==> src/rtl/enc_pkg.sv <==
// ============================================================================
// Module      : enc_pkg
// Description : Shared definitions for the 8-to-3 request encoder and for
//               decoder-side blocks that use the same index format.
//               - N_REQ / IDX_W : request count and index width
//               - state_t       : encoder control states
//               - onehot8()     : index -> one-hot mask
// Revision    : 1.0 - initial release
// ============================================================================
`default_nettype none

package enc_pkg;

  localparam int N_REQ = 8;
  localparam int IDX_W = 3;

  typedef enum logic [0:0] {
    IDLE    = 1'b0,
    PRESENT = 1'b1
  } state_t;

  function automatic logic [N_REQ-1:0] onehot8(input logic [IDX_W-1:0] idx);
    logic [N_REQ-1:0] mask;
    mask      = '0;
    mask[idx] = 1'b1;
    return mask;
  endfunction

endpackage

`default_nettype wire

==> src/rtl/prio_pick8.sv <==
// ============================================================================
// Module      : prio_pick8
// Description : Combinational 8-way priority picker.
//               rr_en = 0 : highest set bit wins.
//               rr_en = 1 : search last-1, last-2, ... wrapping, ending at
//                           last; the first set bit in that order wins.
// Ports       : vec   [7:0] in  - candidate vector
//               last  [2:0] in  - previously granted index (rotating mode)
//               rr_en       in  - select rotating priority
//               idx   [2:0] out - picked index (0 when vec is empty)
//               any         out - vec has at least one bit set
// Revision    : 1.0 - initial release
// ============================================================================
`default_nettype none

module prio_pick8
  import enc_pkg::*;
(
  input  logic [N_REQ-1:0] vec,
  input  logic [IDX_W-1:0] last,
  input  logic             rr_en,
  output logic [IDX_W-1:0] idx,
  output logic             any
);

  logic [IDX_W-1:0] cand;

  always_comb begin
    idx  = '0;
    cand = '0;
    any  = |vec;
    if (rr_en) begin
      // Walk from the lowest-priority slot (last) towards the highest
      // (last-1) so that later, higher-priority hits overwrite earlier ones.
      for (int k = N_REQ; k >= 1; k--) begin
        cand = last - IDX_W'(k);
        if (vec[cand]) begin
          idx = cand;
        end
      end
    end else begin
      for (int i = 0; i < N_REQ; i++) begin
        if (vec[i]) begin
          idx = IDX_W'(i);
        end
      end
    end
  end

endmodule

`default_nettype wire

==> src/rtl/req_encoder_8to3.sv <==
// ============================================================================
// Module      : req_encoder_8to3
// Description : Sequential 8-to-3 request encoder. Requests are captured into
//               a sticky pending register; one at a time is encoded and
//               presented on a valid/ready port. Fixed or rotating priority.
// Ports       : clk              in  - clock, rising edge
//               rst              in  - asynchronous active-high reset
//               req_i      [7:0] in  - request lines
//               clr_i      [7:0] in  - cancel pending lines
//               out_ready        in  - consumer accepts presented index
//               out_valid        out - out_idx holds a granted request
//               out_idx    [2:0] out - granted line index (registered)
//               pending_o  [7:0] out - pending register
//               overflow_o       out - request hit an already-pending bit
// Revision    : 1.0 - initial release
// ============================================================================
`default_nettype none

module req_encoder_8to3
  import enc_pkg::*;
#(
  parameter bit RR_MODE = 1'b0
) (
  input  logic             clk,
  input  logic             rst,
  input  logic [N_REQ-1:0] req_i,
  input  logic [N_REQ-1:0] clr_i,
  input  logic             out_ready,
  output logic             out_valid,
  output logic [IDX_W-1:0] out_idx,
  output logic [N_REQ-1:0] pending_o,
  output logic             overflow_o
);

  state_t           state;
  logic [N_REQ-1:0] pending;
  logic [IDX_W-1:0] last;
  logic             overflow;

  logic             accept;
  logic [N_REQ-1:0] acc_mask;
  logic [N_REQ-1:0] rem;
  logic [IDX_W-1:0] idx_pend;
  logic [IDX_W-1:0] idx_rem;
  logic             any_pend;
  logic             any_rem;

  assign out_valid  = (state == PRESENT);
  assign pending_o  = pending;
  assign overflow_o = overflow;

  assign accept   = out_valid & out_ready;
  assign acc_mask = accept ? onehot8(out_idx) : '0;
  // Requests arriving in the accept cycle are deliberately excluded here;
  // they become visible to the picker one cycle later via the pending reg.
  assign rem      = pending & ~acc_mask & ~clr_i;

  // Picker for the first grant out of IDLE.
  prio_pick8 u_pick_pend (
    .vec   (pending),
    .last  (last),
    .rr_en (RR_MODE),
    .idx   (idx_pend),
    .any   (any_pend)
  );

  // Picker for back-to-back grants. The index being accepted becomes the
  // new 'last', so it is fed directly rather than waiting for the register.
  prio_pick8 u_pick_rem (
    .vec   (rem),
    .last  (out_idx),
    .rr_en (RR_MODE),
    .idx   (idx_rem),
    .any   (any_rem)
  );

  always_ff @(posedge clk or posedge rst) begin
    if (rst) begin
      state    <= IDLE;
      out_idx  <= '0;
      pending  <= '0;
      overflow <= 1'b0;
      last     <= '0;
    end else begin
      pending  <= (pending | req_i) & ~clr_i & ~acc_mask;
      overflow <= |(req_i & pending & ~clr_i & ~acc_mask);

      if (accept) begin
        last <= out_idx;
        if (any_rem) begin
          out_idx <= idx_rem;
        end else begin
          state <= IDLE;
        end
      end else if ((state == IDLE) && any_pend) begin
        out_idx <= idx_pend;
        state   <= PRESENT;
      end
      // While PRESENT and not accepted, out_idx is held even if clr_i
      // cancels its pending bit: a presented index is never retracted.
    end
  end

endmodule

`default_nettype wire
==> config.mk <==
export PLATFORM = sky130hd
export DESIGN_NAME = req_encoder_8to3
export DESIGN_NICKNAME = d
export VERILOG_FILES = /design/src/rtl/enc_pkg.sv /design/src/rtl/prio_pick8.sv /design/src/rtl/req_encoder_8to3.sv
export SDC_FILE = /design/constraint.sdc
export NUM_CORES = 1
export LEC_CHECK = 0
export ABC_AREA = 1
export CAP_MARGIN = 10
export CELL_PAD_IN_SITES_DETAIL_PLACEMENT = 1
export CELL_PAD_IN_SITES_GLOBAL_PLACEMENT = 2
export CORE_MARGIN = 4
export CORE_UTILIZATION = 21
export DETAILED_ROUTE_END_ITERATION = 12
export PLACE_DENSITY_LB_ADDON = 0.1
export SYNTH_ARGS = -nofsm -noshare
export SYNTH_HDL_FRONTEND = slang
export SYNTH_SLANG_ARGS = --single-unit
==> constraint.sdc <==
create_clock -name clk -period 1.3 [get_ports clk]
set_input_delay 0.26 -clock clk [delete_from_list [all_inputs] [get_ports clk]]
set_output_delay 0.26 -clock clk [all_outputs]
set_load 0.01 [all_outputs]
# ---- Yosys cells after proc, flatten, opt, wreduce, memory -nomap -nowiden
# Cells that the tools add are included.
dict set report totals {
  in_bits 19
  register_bits 13
  output_inout_bits 13
  word_cells 51
}
dict set report classes {
  n_bitwise 12
  magnitude_cmp 2
  muxes 23
  eq_ne 2
  n_reduce_logical 8
}
# cell count
set ops {}
lappend ops {{$and A8 B8 Y8} 7}
lappend ops {{$mux W3} 11}
lappend ops {{$reduce_or A8 Y1} 3}
lappend ops {{$not A8 Y8} 2}
lappend ops {{$mux W2} 4}
lappend ops {{$mux W8} 1}
lappend ops {{$or A8 B8 Y8} 1}
lappend ops {{$mux W1} 6}
lappend ops {{$lt A3 B4 Y1 const B} 1}
lappend ops {{$reduce_and A2 Y1} 2}
lappend ops {{$demux W1 S3} 1}
lappend ops {{$ge A3 B1 Y1 const B} 1}
lappend ops {{$logic_and A1 B1 Y1} 2}
lappend ops {{$ne A2 B1 Y1 const B} 1}
lappend ops {{$ne A2 B2 Y1 const B} 1}
lappend ops {{$reduce_bool A2 Y1} 1}
lappend ops {{$and A1 B1 Y1} 1}
lappend ops {{$not A1 Y1} 1}

# ---- Logic depth before layout (Yosys ltp)
dict set report depth {
  depth_word 17
  depth_mapped 12
  mapped_depth_nobuf 12
}

# ---- Modules after synthesis
# A second synthesis with hierarchy kept.
dict set report unflattened {
  hier_cells 435
  area_unflattened_um2 2537.4
}
# module area_per_inst_um2 instances cells_each seq_area_each_um2
set by_module_without_submodules {}
lappend by_module_without_submodules {prio_pick8 817.0 2 151 0.0}
lappend by_module_without_submodules {req_encoder_8to3 903.4 1 133 400.4}

# ---- Least setup slack after synthesis
# Ideal clock, no wire load.
dict set report synth_path {
  kind {flip-flop to flip-flop}
  from {reg state, in the netlist out_valid}
  to {reg out_idx[2]}
  required_ps 1182
  path_buffers 0
  arrival_time_ps 1332
  setup_time_ps 118
  slack_ps -150
  stages_incl_launch_ff 12
  period_less_slack_ps 1450
  cell_sequence {dfrtp_1 -> nand2_4 -> nor2_4 -> nand2_1 -> nand2_2 -> nand2_2 -> nor2_2 -> nand2_2 -> nand2_4 -> nand2_4 -> nand2_1 -> o21ai_2}
}
dict set report synth_between {
  elab_chain_len 11
  word_cells_on_any_way 17
  cone_classes {eq/ne: 1; mux: 7; bitwise: 5; reduce/logical: 4}
}
# item line_no
set synth_rtl {}
lappend synth_rtl {{from (decl)} req_encoder_8to3.sv:35} ;# state_t state;
lappend synth_rtl {{from (signal assigned)} req_encoder_8to3.sv:79} ;# state <= IDLE;
lappend synth_rtl {{from (signal assigned)} req_encoder_8to3.sv:93} ;# state <= IDLE;
lappend synth_rtl {{from (signal assigned)} req_encoder_8to3.sv:97} ;# state <= PRESENT;
lappend synth_rtl {{$and A1 B1 Y1} req_encoder_8to3.sv:52} ;# assign accept = out_valid & out_ready;
lappend synth_rtl {{$mux W8} req_encoder_8to3.sv:53} ;# assign acc_mask = accept ? onehot8(out_idx) : '0;
lappend synth_rtl {{$not A8 Y8} req_encoder_8to3.sv:56} ;# assign rem = pending & ~acc_mask & ~clr_i;
lappend synth_rtl {{$and A8 B8 Y8 (2 in series)} req_encoder_8to3.sv:56}
lappend synth_rtl {{$mux W3 (4 in series)} prio_pick8.sv:43} ;# if (vec[i]) begin
lappend synth_rtl {{$mux W3} req_encoder_8to3.sv:90} ;# if (any_rem) begin
lappend synth_rtl {{$mux W3} req_encoder_8to3.sv:88} ;# if (accept) begin
lappend synth_rtl {{to (signal assigned)} req_encoder_8to3.sv:91} ;# out_idx <= idx_rem;
lappend synth_rtl {{to (signal assigned)} req_encoder_8to3.sv:96} ;# out_idx <= idx_pend;
lappend synth_rtl {{to (decl)} req_encoder_8to3.sv:30} ;# output logic [IDX_W-1:0] out_idx,
# Parallel ways exist; a longest one is shown, timed or not. The select of a mux whose other input is x is not followed.
# A chain may end at the register's enable or synchronous reset.

# ---- Worst setup path in the final report
dict set report layout_path {
  from {reg state, in the netlist out_valid}
  to {reg out_idx[0]}
}
dict set report layout_between {
  elab_chain_len 14
  word_cells_on_any_way 20
  cone_classes {eq/ne: 1; mux: 10; bitwise: 5; reduce/logical: 4}
}
# item line_no
set layout_rtl {}
lappend layout_rtl {{$and A1 B1 Y1} req_encoder_8to3.sv:52}
lappend layout_rtl {{$mux W8} req_encoder_8to3.sv:53}
lappend layout_rtl {{$not A8 Y8} req_encoder_8to3.sv:56}
lappend layout_rtl {{$and A8 B8 Y8 (2 in series)} req_encoder_8to3.sv:56}
lappend layout_rtl {{$mux W1} prio_pick8.sv:43}
lappend layout_rtl {{$mux W2 (2 in series)} prio_pick8.sv:43}
lappend layout_rtl {{$mux W3 (4 in series)} prio_pick8.sv:43}
lappend layout_rtl {{$mux W3} req_encoder_8to3.sv:90}
lappend layout_rtl {{$mux W3} req_encoder_8to3.sv:88}
# Parallel ways exist; a longest one is shown, timed or not. The select of a mux whose other input is x is not followed.

==> impl_summary.log <==
INFO  metric vias_per_cell = between 4 and 5
INFO  metric worstPathMaxFanout = 5
INFO  metric switching_share = roughly 41%
INFO  metric final_min_period_over_clock_period = 114%
INFO  metric track_usage = approximately 14%
INFO  metric grt_util_met3 = 2.46%
INFO  metric port_buffers = 31
INFO  metric ir_drop = roughly 0.43 mV
INFO  metric initial_core_util = between 20 and 25%
INFO  metric syn_avg_cell_area = just over 7 um^2
INFO  metric yosysMostFrequentCell = sky130_fd_sc_hd__inv_1
INFO  metric yosys.cell_types.count = 22
INFO  metric first_global_vias = between 1000 and 1500
INFO  metric gpl.final_weighted_congestion = around 0.76
INFO  metric timing.fmax = between 600 and 700 MHz
INFO  metric fp.dieArea = ~5400 um^2
INFO  metric synth_enable_flop_cells = 0
INFO  metric grt_busiest_layer = met2
INFO  metric grt_util_met1 = between 10% and 20%
INFO  metric fin_nets = ~220
INFO  metric muxShareOfSynthArea = 0%
INFO  metric synth_compound_gate_area_share = 12.5%
INFO  metric slew_headroom = approximately 83%
INFO  metric seq_power_share = between 20% and 30%
INFO  metric mappedNetlistNets = between 100 and 150
INFO  metric clk_root_buffer_cell = sky130_fd_sc_hd__clkbuf_8
INFO  metric layout-area-overhead-vs-synth = 83.9%
INFO  metric final_design_area_no_fill = about 1700 um^2
INFO  metric ios = 32
INFO  metric worst-endpoint-required = about 1.4 ns
INFO  metric synth-adder-area-share = 0%
INFO  metric postSynth.topFlopCell = sky130_fd_sc_hd__dfrtp_1
INFO  metric core_region_area = 4090 um^2
INFO  metric ant_nets_after_route = 0
INFO  metric dr.pass1.iters = 3
INFO  metric finalSetupViolCount = 6
INFO  metric clk_pin_slew_worst_paths = around 0.06 ns
INFO  metric drcViolationCount = 0
INFO  metric grt_max_degree = 14
INFO  metric synth_simple_gate_area_share = 39.8%
INFO  metric finClkSkew = ~0.0012 ns
INFO  metric mapped_area = ~900 um^2
INFO  metric ctsLongestPathBuffers = 2
INFO  metric dpl.hpwl = 2750 um
INFO  metric worstSetupEndpointType = flip-flop
INFO  metric final_hold_slack = ~0.31 ns
INFO  metric multiInputGateArea = between 500 and 600 um^2
INFO  metric n_diodes = 0
INFO  metric synth.cells.most_frequent = sky130_fd_sc_hd__inv_1, sky130_fd_sc_hd__nand2_1, sky130_fd_sc_hd__dfrtp_1
INFO  metric dr.first_iter.drc_count = 11
INFO  metric r2r_start = out_valid$_DFFE_PP0P_
INFO  metric share_of_final_layout_standard_cells_stronger_than_drive_strength_1 = 42.2%
INFO  metric power.clock.fraction = between 10% and 20%
INFO  metric timing_hold_violations_final = 0
INFO  metric timing.reg2reg.worst_path_depth = 11
INFO  metric totalPowerFinal = around 2.4 mW
INFO  metric antenna_found_initial = 0
INFO  metric tightest_slew = ~0.25 ns
INFO  metric yosys-top-cells-area = sky130_fd_sc_hd__dfrtp_1, sky130_fd_sc_hd__inv_1, sky130_fd_sc_hd__nand2_1
INFO  metric floorplan.rows = 23
INFO  metric synth_top_family_by_area = simple AND/OR/NAND/NOR gates
INFO  metric failing_checks = setup timing
INFO  metric postRouteWirelength = roughly 3400 um
INFO  metric ys.warnings.count = 0
INFO  metric critPathLaunchType = flip-flop
INFO  metric setup.worst_path.class = flip-flop to flip-flop
INFO  metric startpoint = out_valid$_DFFE_PP0P_
INFO  metric fraction_of_post_synthesis_cell_area_in_the_top_cell_type_by_area = a little over a third
INFO  metric power_per_cell_area = between 1000 and 1500 nW/um^2
INFO  metric hold_class = primary input to asynchronous set/reset pin
INFO  metric wire_length_of_the_first_global_routing_pass = around 5700 um
INFO  metric p_int = about 1.4 mW
INFO  metric p_leak = around 0.85 nW
INFO  metric htree_num_levels = 1
INFO  metric synth-seq-cells = 13
INFO  metric regArea = approximately 330 um^2
INFO  metric synthArstFlopShare = 100%
INFO  metric cts_tree = done
INFO  metric result_of_the_run = finished, violations left
INFO  metric synthDominantAreaCellType = sky130_fd_sc_hd__dfrtp_1
INFO  metric fin_util = around two fifths
INFO  metric worst_slack = -0.188 ns
INFO  metric grt_setup_unrepaired = yes
INFO  metric number_of_max_cap_violations = 0
INFO  metric global_route.usage.met2 = 24.4%
INFO  metric clkSinkCount = 13
INFO  metric ys_seq_area_share = a little over a third
INFO  metric fillerInstances = 507
INFO  metric hold_buffer_count_at_cts = 0
INFO  metric insertion_delay = 0.25 ns
INFO  metric critPathArrivalTime = around 1.6 ns
INFO  metric route.detailed.wl_per_inst = around 14 um
INFO  metric grt_overflow_total = 0
INFO  metric post_synth_inst_count = 128
INFO  metric layout_min_cycle_time = approximately 1.5 ns
INFO  metric combinationalPowerShare = ~58%
INFO  metric yosys.area_share.xor_xnor = 0%
INFO  metric cts_buffers = 3
INFO  metric die_y = 73.8 um
INFO  metric power_switching = 0.988 mW
INFO  metric dpl-instance-area = between 1500 and 2000 um^2
INFO  metric timing_max_transition_violations_final = 0
INFO  metric die_w = 73.8 um
INFO  metric vias = roughly 1100
flip-flops by register name, indices dropped and copies added, names as in the netlist:
name	count
out_idx	3
out_valid	1
overflow_o	1
pending_o	8
cells by family (layout without fill, tap and decap cells):
family,count (synthesis),after routing
buffers and inverters,29,100
and+or+nand+nor,68,68
AOI/OAI and AO/OA,18,18
DFF,13,13
timing repair:
action	in CTS	in global routing
endpoints found under the setup margin	19	9
buffers inserted	2	5
pin swaps	9	4
resized for setup	29	13
layout by cell type, fill, tap and decap left out, drive strengths merged, types with 4 or more instances in the layout:
master          n
nand2          36
o21ai           5
nor2           14
buf            38
nand3          14
inv            29
o22ai           5
clkbuf          5
dlygate4sd2    10
dfrtp          13
a21oi           4
clkdlybuf4s50  17
power groups by stage:
stage          logic (mW)  registers (mW)  clock network (mW)
6_report             1.40           0.633               0.395
5_1_grt              1.54           0.649               0.412
4_1_cts              1.27           0.631               0.397
3_5_place_dp         1.27           0.642                   0
3_3_place_gp         1.25           0.638                   0
2_1_floorplan       0.532           0.682                   0
critical path, stage by stage, from the launching register on:
cell                      delay [ns]
sky130_fd_sc_hd__dfrtp_2        0.41
sky130_fd_sc_hd__nand2_4        0.08
sky130_fd_sc_hd__nor2_4         0.18
sky130_fd_sc_hd__nand2_2        0.10
sky130_fd_sc_hd__nand3_2        0.09
sky130_fd_sc_hd__nand2_2        0.06
sky130_fd_sc_hd__nor2_2         0.12
sky130_fd_sc_hd__nand2_2        0.08
sky130_fd_sc_hd__nand2_4        0.07
sky130_fd_sc_hd__nand2_4        0.07
sky130_fd_sc_hd__nand3_2        0.06
sky130_fd_sc_hd__nand2_1        0.05
final cells by class:
type	count	share of cell area, %
Sequential cell	13	19.7
Inverter	29	6.51
Tap cell	50	3.74
Multi-Input combinational cell	86	32.5
Clock buffer	4	2.69
Timing Repair Buffer	67	34.9
per-layer routing:
metal	vias to the layer above	wire (um)
met5	-	0
met4	0	48
met3	5	115
met2	20	1750
met1	510	1460
li1	546	-
worst paths after layout:
check | to | slack, ns
worst max-delay path | out_idx[0]$_DFFE_PP0P_ | -0.19
max in group asynchronous | out_valid$_DFFE_PP0P_ | 0.86
worst max register to register | out_idx[0]$_DFFE_PP0P_ | -0.19
min in group clk | pending_o[7]$_DFF_PP0_ | 0.58
worst min register to register | pending_o[0]$_DFF_PP0_ | 0.59
worst min-delay path | out_idx[1]$_DFFE_PP0P_ | 0.31
per-stage QoR:
stage / setup TNS, ns / worst slack [ns] / std cells
after CTS: -1.04 / -0.255 / 245
after global placement: -4.15 / -0.620 / 239
after global routing: -1.48 / -0.313 / 249
after floorplan: -0.227 / -0.0777 / 128
after detailed placement: -4.52 / -0.676 / 239
final: -0.816 / -0.188 / 249
Power figures use the tool's default switching activity.
